### src/rtl/bist_stim_compactor_pkg.sv
// Shared types and constants for the BIST stimulus generator / compactor.
// Holds the FSM states, the register width and the feedback taps.
package bist_stim_compactor_pkg;

  localparam int LFSR_W = 16;

  // x^16 + x^14 + x^13 + x^11 + 1 -> state bits 15, 13, 12, 10
  localparam logic [LFSR_W-1:0] POLY_TAPS = 16'hB400;

  typedef enum logic [1:0] {
    ST_IDLE,
    ST_RUN,
    ST_FLUSH,
    ST_DONE
  } state_t;

  function automatic logic [LFSR_W-1:0] lfsr_step(
    input logic [LFSR_W-1:0] v,
    input logic              sin
  );
    return {v[LFSR_W-2:0], (^(v & POLY_TAPS)) ^ sin};
  endfunction

endpackage

### src/rtl/bist_lfsr16.sv
// 16-bit Fibonacci shift register with serial XOR input.
// Serves as pattern generator (sin = 0) or as signature register.
module bist_lfsr16
  import bist_stim_compactor_pkg::*;
#(
  parameter logic [LFSR_W-1:0] RST_VAL = '0,
  parameter int                OUT_W   = LFSR_W
) (
  input  logic              i_clk,
  input  logic              i_rst_n,
  input  logic              i_load,
  input  logic [LFSR_W-1:0] i_load_val,
  input  logic              i_en,
  input  logic              i_sin,
  output logic [OUT_W-1:0]  o_q
);

  logic [LFSR_W-1:0] r_q;

  // Load has priority over shifting; reset returns to the fixed start value.
  always_ff @(posedge i_clk) begin
    if (!i_rst_n) begin
      r_q <= RST_VAL;
    end else if (i_load) begin
      r_q <= i_load_val;
    end else if (i_en) begin
      r_q <= lfsr_step(r_q, i_sin);
    end
  end

  assign o_q = r_q[OUT_W-1:0];

endmodule

### src/rtl/bist_stim_compactor.sv
// BIST controller: drives LFSR stimulus into a CUT and folds the
// latency-aligned responses into a MISR signature.
module bist_stim_compactor
  import bist_stim_compactor_pkg::*;
#(
  parameter int                PAT_COUNT = 1000,
  parameter logic [LFSR_W-1:0] LFSR_SEED = 16'hACE1,
  parameter int                CUT_LAT   = 2
) (
  input  logic              I1470,
  input  logic              I1477,
  input  logic              start,
  input  logic              cut_resp,
  input  logic [LFSR_W-1:0] golden,
  output logic [3:0]        stim,
  output logic              stim_valid,
  output logic              busy,
  output logic              done,
  output logic [LFSR_W-1:0] signature,
  output logic              pass
);

  localparam logic [15:0] PAT_LAST = 16'(PAT_COUNT - 1);
  localparam logic [3:0]  FL_LAST  =
    (CUT_LAT == 0) ? 4'd0 : 4'(CUT_LAT - 1);

  state_t      r_state;
  logic [15:0] r_cnt;
  logic [3:0]  r_fcnt;
  logic        r_stim_valid;
  logic        r_busy;
  logic        r_done;

  logic        w_start_ok;
  logic        w_last;
  logic        w_gen_en;
  logic        w_misr_en;
  logic        w_qv;
  logic [3:0]  w_stim;
  logic [LFSR_W-1:0] w_misr_q;

  assign w_start_ok = start &&
    (r_state == ST_IDLE || r_state == ST_DONE);
  assign w_last    = (r_cnt == PAT_LAST);
  // Hold the last pattern through FLUSH: no step on the final RUN cycle.
  assign w_gen_en  = (r_state == ST_RUN) && !w_last;
  assign w_misr_en = w_qv && r_busy;

  // Run sequencing with registered status outputs.
  always_ff @(posedge I1470) begin
    if (!I1477) begin
      r_state      <= ST_IDLE;
      r_cnt        <= '0;
      r_fcnt       <= '0;
      r_stim_valid <= 1'b0;
      r_busy       <= 1'b0;
      r_done       <= 1'b0;
    end else begin
      unique case (r_state)
        ST_IDLE, ST_DONE: begin
          if (start) begin
            r_state      <= ST_RUN;
            r_cnt        <= '0;
            r_fcnt       <= '0;
            r_stim_valid <= 1'b1;
            r_busy       <= 1'b1;
            r_done       <= 1'b0;
          end
        end
        ST_RUN: begin
          r_cnt <= r_cnt + 16'd1;
          if (w_last) begin
            r_stim_valid <= 1'b0;
            if (CUT_LAT == 0) begin
              r_state <= ST_DONE;
              r_busy  <= 1'b0;
              r_done  <= 1'b1;
            end else begin
              r_state <= ST_FLUSH;
            end
          end
        end
        ST_FLUSH: begin
          r_fcnt <= r_fcnt + 4'd1;
          if (r_fcnt == FL_LAST) begin
            r_state <= ST_DONE;
            r_busy  <= 1'b0;
            r_done  <= 1'b1;
          end
        end
        default: begin
          r_state <= ST_IDLE;
        end
      endcase
    end
  end

  generate
    if (CUT_LAT == 0) begin : g_nodly
      assign w_qv = r_stim_valid;
    end else begin : g_dly
      logic [CUT_LAT-1:0] r_dly;

      // Align stim_valid with the CUT response latency.
      always_ff @(posedge I1470) begin
        if (!I1477 || w_start_ok) begin
          r_dly <= '0;
        end else begin
          r_dly[0] <= r_stim_valid;
          for (int i = 1; i < CUT_LAT; i++) begin
            r_dly[i] <= r_dly[i-1];
          end
        end
      end

      assign w_qv = r_dly[CUT_LAT-1];
    end
  endgenerate

  bist_lfsr16 #(
    .RST_VAL (LFSR_SEED),
    .OUT_W   (4)
  ) u_gen (
    .i_clk      (I1470),
    .i_rst_n    (I1477),
    .i_load     (w_start_ok),
    .i_load_val (LFSR_SEED),
    .i_en       (w_gen_en),
    .i_sin      (1'b0),
    .o_q        (w_stim)
  );

  bist_lfsr16 #(
    .RST_VAL ('0),
    .OUT_W   (LFSR_W)
  ) u_misr (
    .i_clk      (I1470),
    .i_rst_n    (I1477),
    .i_load     (w_start_ok),
    .i_load_val ('0),
    .i_en       (w_misr_en),
    .i_sin      (cut_resp),
    .o_q        (w_misr_q)
  );

  assign stim       = w_stim;
  assign stim_valid = r_stim_valid;
  assign busy       = r_busy;
  assign done       = r_done;
  assign signature  = w_misr_q;
  assign pass       = r_done && (w_misr_q == golden);

endmodule

### config.mk
export PLATFORM = sky130hd
export DESIGN_NAME = bist_stim_compactor
export DESIGN_NICKNAME = d
export VERILOG_FILES = /design/src/rtl/bist_stim_compactor_pkg.sv /design/src/rtl/bist_lfsr16.sv /design/src/rtl/bist_stim_compactor.sv
export SDC_FILE = /design/constraint.sdc
export NUM_CORES = 1
export LEC_CHECK = 0
export ABC_AREA = 1
export CORE_MARGIN = 2
export CORE_UTILIZATION = 40
export CTS_CLUSTER_SIZE = 25
export DETAILED_ROUTE_END_ITERATION = 8
export PLACE_DENSITY_LB_ADDON = 0.05
export SLEW_MARGIN = 20
export SYNTH_ARGS = -nofsm -noshare
export SYNTH_HDL_FRONTEND = slang
export SYNTH_SLANG_ARGS = --single-unit
### constraint.sdc
create_clock -name I1470 -period 3.1 [get_ports I1470]
set_input_delay 0.62 -clock I1470 [delete_from_list [all_inputs] [get_ports I1470]]
set_output_delay 0.62 -clock I1470 [all_outputs]
set_load 0.02 [all_outputs]
==> qor.yml, run 1 <==
setup_viol: 0
fin_total_pwr_uw: 2380
hold_start: "g_dly.r_dly[0]"
cp.arrival_ns: 2.21
drtPass1Iterations: 4
syn_avg_cell_area_um2: 7.29
fp.dieH_um: 88.2
syn_to_final_growth_pct: 23.6
hold_depth: 2
die_w_um: 88.2
max_freq_mhz: 353
first_global_vias: 2222
synth-async-reset-ratio_pct: 0
crit_chain: "clkdlybuf4s50_1 -> nand2_1 -> o21ai_0 -> nand3b_1 -> nor2_1 -> nand3_1 -> nor2_1 -> clkdlybuf4s50_1"
cp.required_ns: 2.48
drv_slew: 0
synth_edf_count: 0
detail-route-antenna-nets: 0
num-fill-cells: 725
grt_max_degree: 27
cts_setup_buffers: 0
cts-buffers-inserted: 9
holdBufCountCts: 0
yosysTopAreaCellShare_pct: 41.7
netlist_area_um2: 2830
synth_top_family_by_area: "simple AND/OR/NAND/NOR gates"
ys_types: 36
irDropWorstVdd_uv: 605
hold_viol_final: 0
core_um2: 6830
netlist_instances: 389
tns_ns: 0
clkLatencyLatePin_ns: 0.34
synth_fa_ha_area_share_pct: 2.65
synth.area.mux_share_pct: 0
htreeDepth: 3
r2r_cells: 9
synth_area_leaders: "dfxtp_1 (42%), nand2_1 (10%), nor2_1 (6.6%), a21oi_1 (6.4%), inv_1 (5.7%)"
track_usage_pct: 17.1
end_kind: "output port"
reg2reg_from: "r_state[0]"
synth-compound-area-share_pct: 14.0
synth_xor_area_share_pct: 3.71
setup.worst_path.class: "in -> out"
hold-path-endpoint: "g_dly.r_dly[1]"
layout_worst_path_cycle_share_pct: 91.3
p_per_area_nw_per_um2: 681
ys_ff_latch: 59
place_congestion: 0.829
relSlewSlack_pct: 63.7
skew_ns: 0.00680
cpLargestDelayFamily: "buffers and inverters"
status: "completed"
dieArea_um2: 7770
fp-row-count: 30
cts_max_path_buffers: 2
clockRootBuffer: "clkbuf_8"
port_buffers: 43
path_buf_inv: 2
p_leak_uw: 0.00136
r2r_slack_ns: 1.15
synth_ff_type: "dfxtp_1"
layout_min_cycle_time_ns: 2.83
ios: 44
yosysSeqAreaShare_pct: 41.7
dr_total_vias: 2475
cp.depth: 8
start_util_pct: 41.5
r2r-end: "u_misr.o_q[0]"
cp_slowest_cell: "clkdlybuf4s50_1"
tritoncts: "built"
regArea_um2: 1180
max_cap_violations: 0
cp-start-kind: "input pin"
wl_um: 6040
wl_per_cell_um: 11.3
ys_warn_count: 0
n_antenna_cell: 0
cts.sinks: 59
clk_pin_slew_ns: 0.07
slowest_delay_ns: 0.61
multi_input_area_um2: 1390
ctsResizeCount: 0
critPathMaxFanout: 2
via_per_inst: 4.64
grt-ovfl-total: 0
synth-simple-area-share_pct: 28.6
whs_ns: 0.414
grt_setup_unrepaired: "no"
antenna_found_initial: 0
yosys.area.top_type: "dfxtp_1"
fin_nets: 458
grt_pass1_wl_um: 10300
min_path_type: "reg -> reg"
worst_slew_pin_slew_ns: 0.543
drtIter0Drc: 88
syn_nets: 415
route.detailed.drc: 0
hpwl_um: 4410
drive_gt1_share_pct: 8.01
[cells in the final DEF (no fill, tap or decap), types with 2 or more instances in the layout]
master           instances
o211ai_1                 2
xor2_1                   7
clkbuf_8                 9
clkinvlp_4               2
nand3_1                 23
o21ai_0                 23
dfxtp_1                 59
nand3_2                  2
nor2_4                   5
clkdlybuf4s50_1         43
nand2_2                  2
inv_2                    3
nor2_1                  50
o22ai_1                  2
nand2_1                 79
a211oi_1                 3
nor3_1                   8
ha_1                     6
inv_1                   43
clkinv_2                 3
a21oi_1                 36
o21ai_1                  2
o21a_1                   2
xnor2_1                  5
nand4_1                  3
nand3b_1                 2
[final cells by class]
type	count	area share [%]
Clock buffer	9	3.54
Clock inverter	7	1.96
Inverter	48	5.22
Multi-Input combinational cell	270	39.6
Sequential cell	59	33.7
Tap cell	96	3.43
Timing Repair Buffer	44	12.5
[per-stage QoR]
stage          area, um2  util, %  std cells  setup WS, ns
2_1_floorplan       2830        -        389          1.17
3_3_place_gp        3310     48.4        517         0.256
3_5_place_dp        3310     48.4        517         0.256
4_1_cts             3500     51.3        533         0.246
5_1_grt             3500     51.3        533         0.125
6_report            3500     51.3        533         0.269
[power by group]
part	total, uW	internal, uW	switching (uW)
registers	935	863	72.9
logic	765	279	486
clock network	683	367	315
total	2380	1510	875
[metal layers]
layer / share of wire [%] / up-vias / GRT usage (%)
li1: - / 1337 / -
met1: 51 / 1087 / 23.6
met2: 44 / 40 / 25.2
met3: 3.8 / 11 / 3.77
met4: 1.8 / 0 / 8.26
met5: 0 / - / 0
[worst register-to-register path, stage by stage (launching register included)]
cell and delay (ns):
dfxtp_1 0.37, inv_1 0.06, ha_1 0.35, nand2_2 0.14
inv_1 0.09, nor2_4 0.43, inv_2 0.19, a21oi_1 0.16
nand2_1 0.07, inv_1 0.05
[worst max-delay path by stage]
stage / to / slack, ns / start
6_report: pass / 0.27 / golden[5]
5_1_grt: pass / 0.13 / golden[6]
4_1_cts: pass / 0.25 / golden[5]
3_5_place_dp: pass / 0.26 / golden[5]
3_3_place_gp: pass / 0.26 / golden[15]
2_1_floorplan: pass / 1.17 / golden[1]
[synth_stat cells (3+ instances only)]
library cell	count
xor2_1	7
nand2_1	79
nand3_1	23
buf_2	3
nor3_1	8
a211oi_1	3
ha_1	6
a21oi_1	36
nor2_1	50
o21ai_0	23
nor2_4	5
xnor2_1	5
inv_1	43
buf_4	7
nand4_1	3
inv_2	3
dfxtp_1	59
[flip-flops by register name, indices dropped and copies added, names as in the netlist]
register,count
r_cnt,16
u_gen.r_q,16
u_misr.o_q,16
r_fcnt,4
g_dly.r_dly,2
r_state,2
busy,1
done,1
stim_valid,1
[cells by family (layout without fill, tap and decap cells)]
| kind of cell | after synthesis | count (layout) |
|---|---|---|
| AOI/OAI and AO/OA | 73 | 73 |
| xor gates and xnor gates | 12 | 12 |
| adders and majority gates | 6 | 6 |
| buffers and inverters | 60 | 108 |
| DFF | 59 | 59 |
| and+or+nand+nor | 179 | 179 |
(Power assumes the default switching activity.)
==> inputs of run 2 (changes only) <==
Settings changed: CORE_MARGIN 2 to 4, SYNTH_HIERARCHICAL set to 1.
==> run 2 against run 1 <==
  * Clock-buffer cell count is 1 higher
  * Routed wire length rose by 20%
  * Synthesized cell count is 25% higher
  * Fmax shrank 4.7%
  * Total power increased by 35%
  * First-iteration DRC count grew 42%
  * Sequential power rose by 14%
  * Hold slack better by 0.050 ns
  * Global-route usage fell by 1.7 points
  * Die area increased by 27%
  * Flip-flop and latch count did not move
==> qor.yml, run 2 <==
status: "completed"
synth_commonest_cells: "nand2_1 (126), inv_1 (86), dfxtp_1 (59)"
whs_ns: 0.464  # +0.0500 ns
drtPass1Iterations: 4  # unchanged
tritoncts: "built"
grt_max_degree: 32  # +19%
hold_viol_final: 0  # unchanged
cp.required_ns: 2.48  # about the same
min_path_type: "reg -> reg"
fin_ws_ns: 0.130  # -0.139 ns
syn_avg_cell_area_um2: 6.87  # -5.7%
yosysTopAreaCellShare_pct: 35.3  # -6.4 points
via_per_inst: 4.51  # -2.8%
yosys.area.top_type: "dfxtp_1"
synth_most_common_cell: "nand2_1"
place_congestion: 0.747  # -9.9%
ios: 44  # unchanged
cp.arrival_ns: 2.35  # +0.14 ns
worst_slew_pin_slew_ns: 0.773  # +0.230 ns
final-instance-count-excl-fill: 671  # +26%
hpwl_um: 5300  # +20%
htreeDepth: 3  # unchanged
irDropWorstVdd_uv: 425  # -30%
end_kind: "output port"
p_leak_uw: 0.00196  # +44%
port_buffers: 43  # unchanged
fin_total_pwr_uw: 3210  # +35%
synth-async-reset-ratio_pct: 0  # unchanged
post-place-ws_ns: 0.0938  # -0.162 ns
layout_worst_path_cycle_share_pct: 95.8  # +4.5 points
setup_viol: 0  # unchanged
relSlewSlack_pct: 48.3  # -15 points
syn_to_final_growth_pct: 23.9
holdBufCountCts: 0  # unchanged
layout_common_cells: "nand2_1 (126), inv_1 (86), dfxtp_1 (59)"
antenna_found_initial: 0  # unchanged
synth-compound-area-share_pct: 16.8  # +2.8 points
synth_area_leaders: "dfxtp_1 (35%), nand2_1 (14%), inv_1 (9.7%), a21oi_1 (4.8%), nand3_1 (3.9%)"
p_per_area_nw_per_um2: 775  # +14%
ctsResizeCount: 0  # unchanged
ys_types: 41  # +14%
cp-start-kind: "input pin"
tns_ns: 0  # unchanged
fp-row-count: 33  # +10%
netlist_instances: 487  # +25%
critPathMaxFanout: 2  # unchanged
fin_nets: 588  # +28%
skew_ns: 0.0102  # +0.00344 ns
wl_um: 7260  # +20%
synth_top_family_by_area: "simple AND/OR/NAND/NOR gates"
wl_per_cell_um: 10.8  # -4.5%
dieArea_um2: 9890  # +27%
drive_gt1_share_pct: 8.66  # +0.65 points
fp.dieH_um: 99.4  # +13%
synth_fa_ha_area_share_pct: 2.24  # -0.40 points
track_usage_pct: 15.4  # -1.7 points
final_common_cell: "nand2_1"
clk_pin_slew_ns: 0.06  # about the same
synth_edf_count: 0  # unchanged
synth.area.mux_share_pct: 0  # unchanged
detail-route-antenna-nets: 0  # unchanged
max_freq_mhz: 337  # -4.7%
dp_cells: 656  # +27%
setup.worst_path.class: "in -> out"
clockRootBuffer: "clkbuf_8"
cts_max_path_buffers: 2  # unchanged
die_w_um: 99.4  # +13%
cts.sinks: 59  # unchanged
route.detailed.drc: 0  # unchanged
grt_setup_unrepaired: "no"
drv_slew: 0  # unchanged
ys_ff_latch: 59  # unchanged
dr_total_vias: 3029  # +22%
cts_setup_buffers: 0  # unchanged
synth_xor_area_share_pct: 2.36  # -1.4 points
netlist_area_um2: 3340  # +18%
start_util_pct: 40.9  # -0.57 points
grt-ovfl-total: 0  # unchanged
layout_min_cycle_time_ns: 2.97  # +0.139 ns
clkLatencyLatePin_ns: 0.32  # -0.02 ns
synth-simple-area-share_pct: 29.2  # +0.57 points
cts-buffers-inserted: 9  # unchanged
ys_warn_count: 6  # +6
drtIter0Drc: 125  # +42%
max_cap_violations: 0  # unchanged
core_um2: 8180  # +20%
synth_ff_type: "dfxtp_1"
first_global_vias: 2777  # +25%
yosysSeqAreaShare_pct: 35.3  # -6.4 points
n_antenna_cell: 0  # unchanged
grt_pass1_wl_um: 12600  # +22%
-- run 2: cells by family after synthesis --
family | Yosys count
and+or+nand+nor | 214
buffers and inverters | 107
AOI/OAI and AO/OA | 90
DFF | 59
xor gates and xnor gates | 9
adders and majority gates | 6
other | 2
-- run 2: stage by stage --
stage,cell area [um2],util (%)
floorplan,3470,-
global placement,3940,48.1
detailed placement,3940,48.1
CTS,4140,50.7
global route,4140,50.7
finish,4140,50.7
-- run 2: per-layer routing --
metal	vias to the layer above	global-route usage, %	wire (um)
met2	44	25.3	3440
met4	0	5.78	109
met5	-	0	0
met1	1324	20.2	3470
li1	1652	-	-
met3	9	2.73	244
-- run 2: cell type report --
type | instances | area [um2]
flip-flops and latches | 59 | 1180
repair buffers | 46 | 453
inverters | 92 | 348
fillers | 845 | 4030
well taps | 105 | 131
clock buffers | 10 | 128
multi-input cells | 354 | 1820
clock inverters | 5 | 78.8
-- run 2: critical path, stage by stage --
cell	delay (ns)
clkdlybuf4s50_1	0.48
o21ai_0	0.08
or2_2	0.29
nor2_1	0.10
nand3_1	0.06
nor2_1	0.09
clkdlybuf4s50_1	0.62
-- run 2: path summary, 6_finish.rpt --
check                           slack (ns)             end  depth (start not counted)            from
worst max-delay path                  0.13            pass                          7       golden[1]
worst min-delay path                  0.46  g_dly.r_dly[1]                          1  g_dly.r_dly[0]
worst max register to register        0.98        r_cnt[8]                          9      r_state[0]
worst min register to register        0.46  g_dly.r_dly[1]                          1  g_dly.r_dly[0]
-- run 2: where the power goes --
group | leakage (uW) | total [uW] | switching [uW] | internal, uW
combinational | 0.00137 | 1390 | 848 | 544
clock | 0.000106 | 747 | 300 | 447
sequential | 0.000483 | 1070 | 150 | 923
==> inputs of run 3 (changes only) <==
Settings changed: HOLD_SLACK_MARGIN set to 0.03.
==> results of run 3 <==
The final DEF is identical to that of run 2; final timing and power are the same.
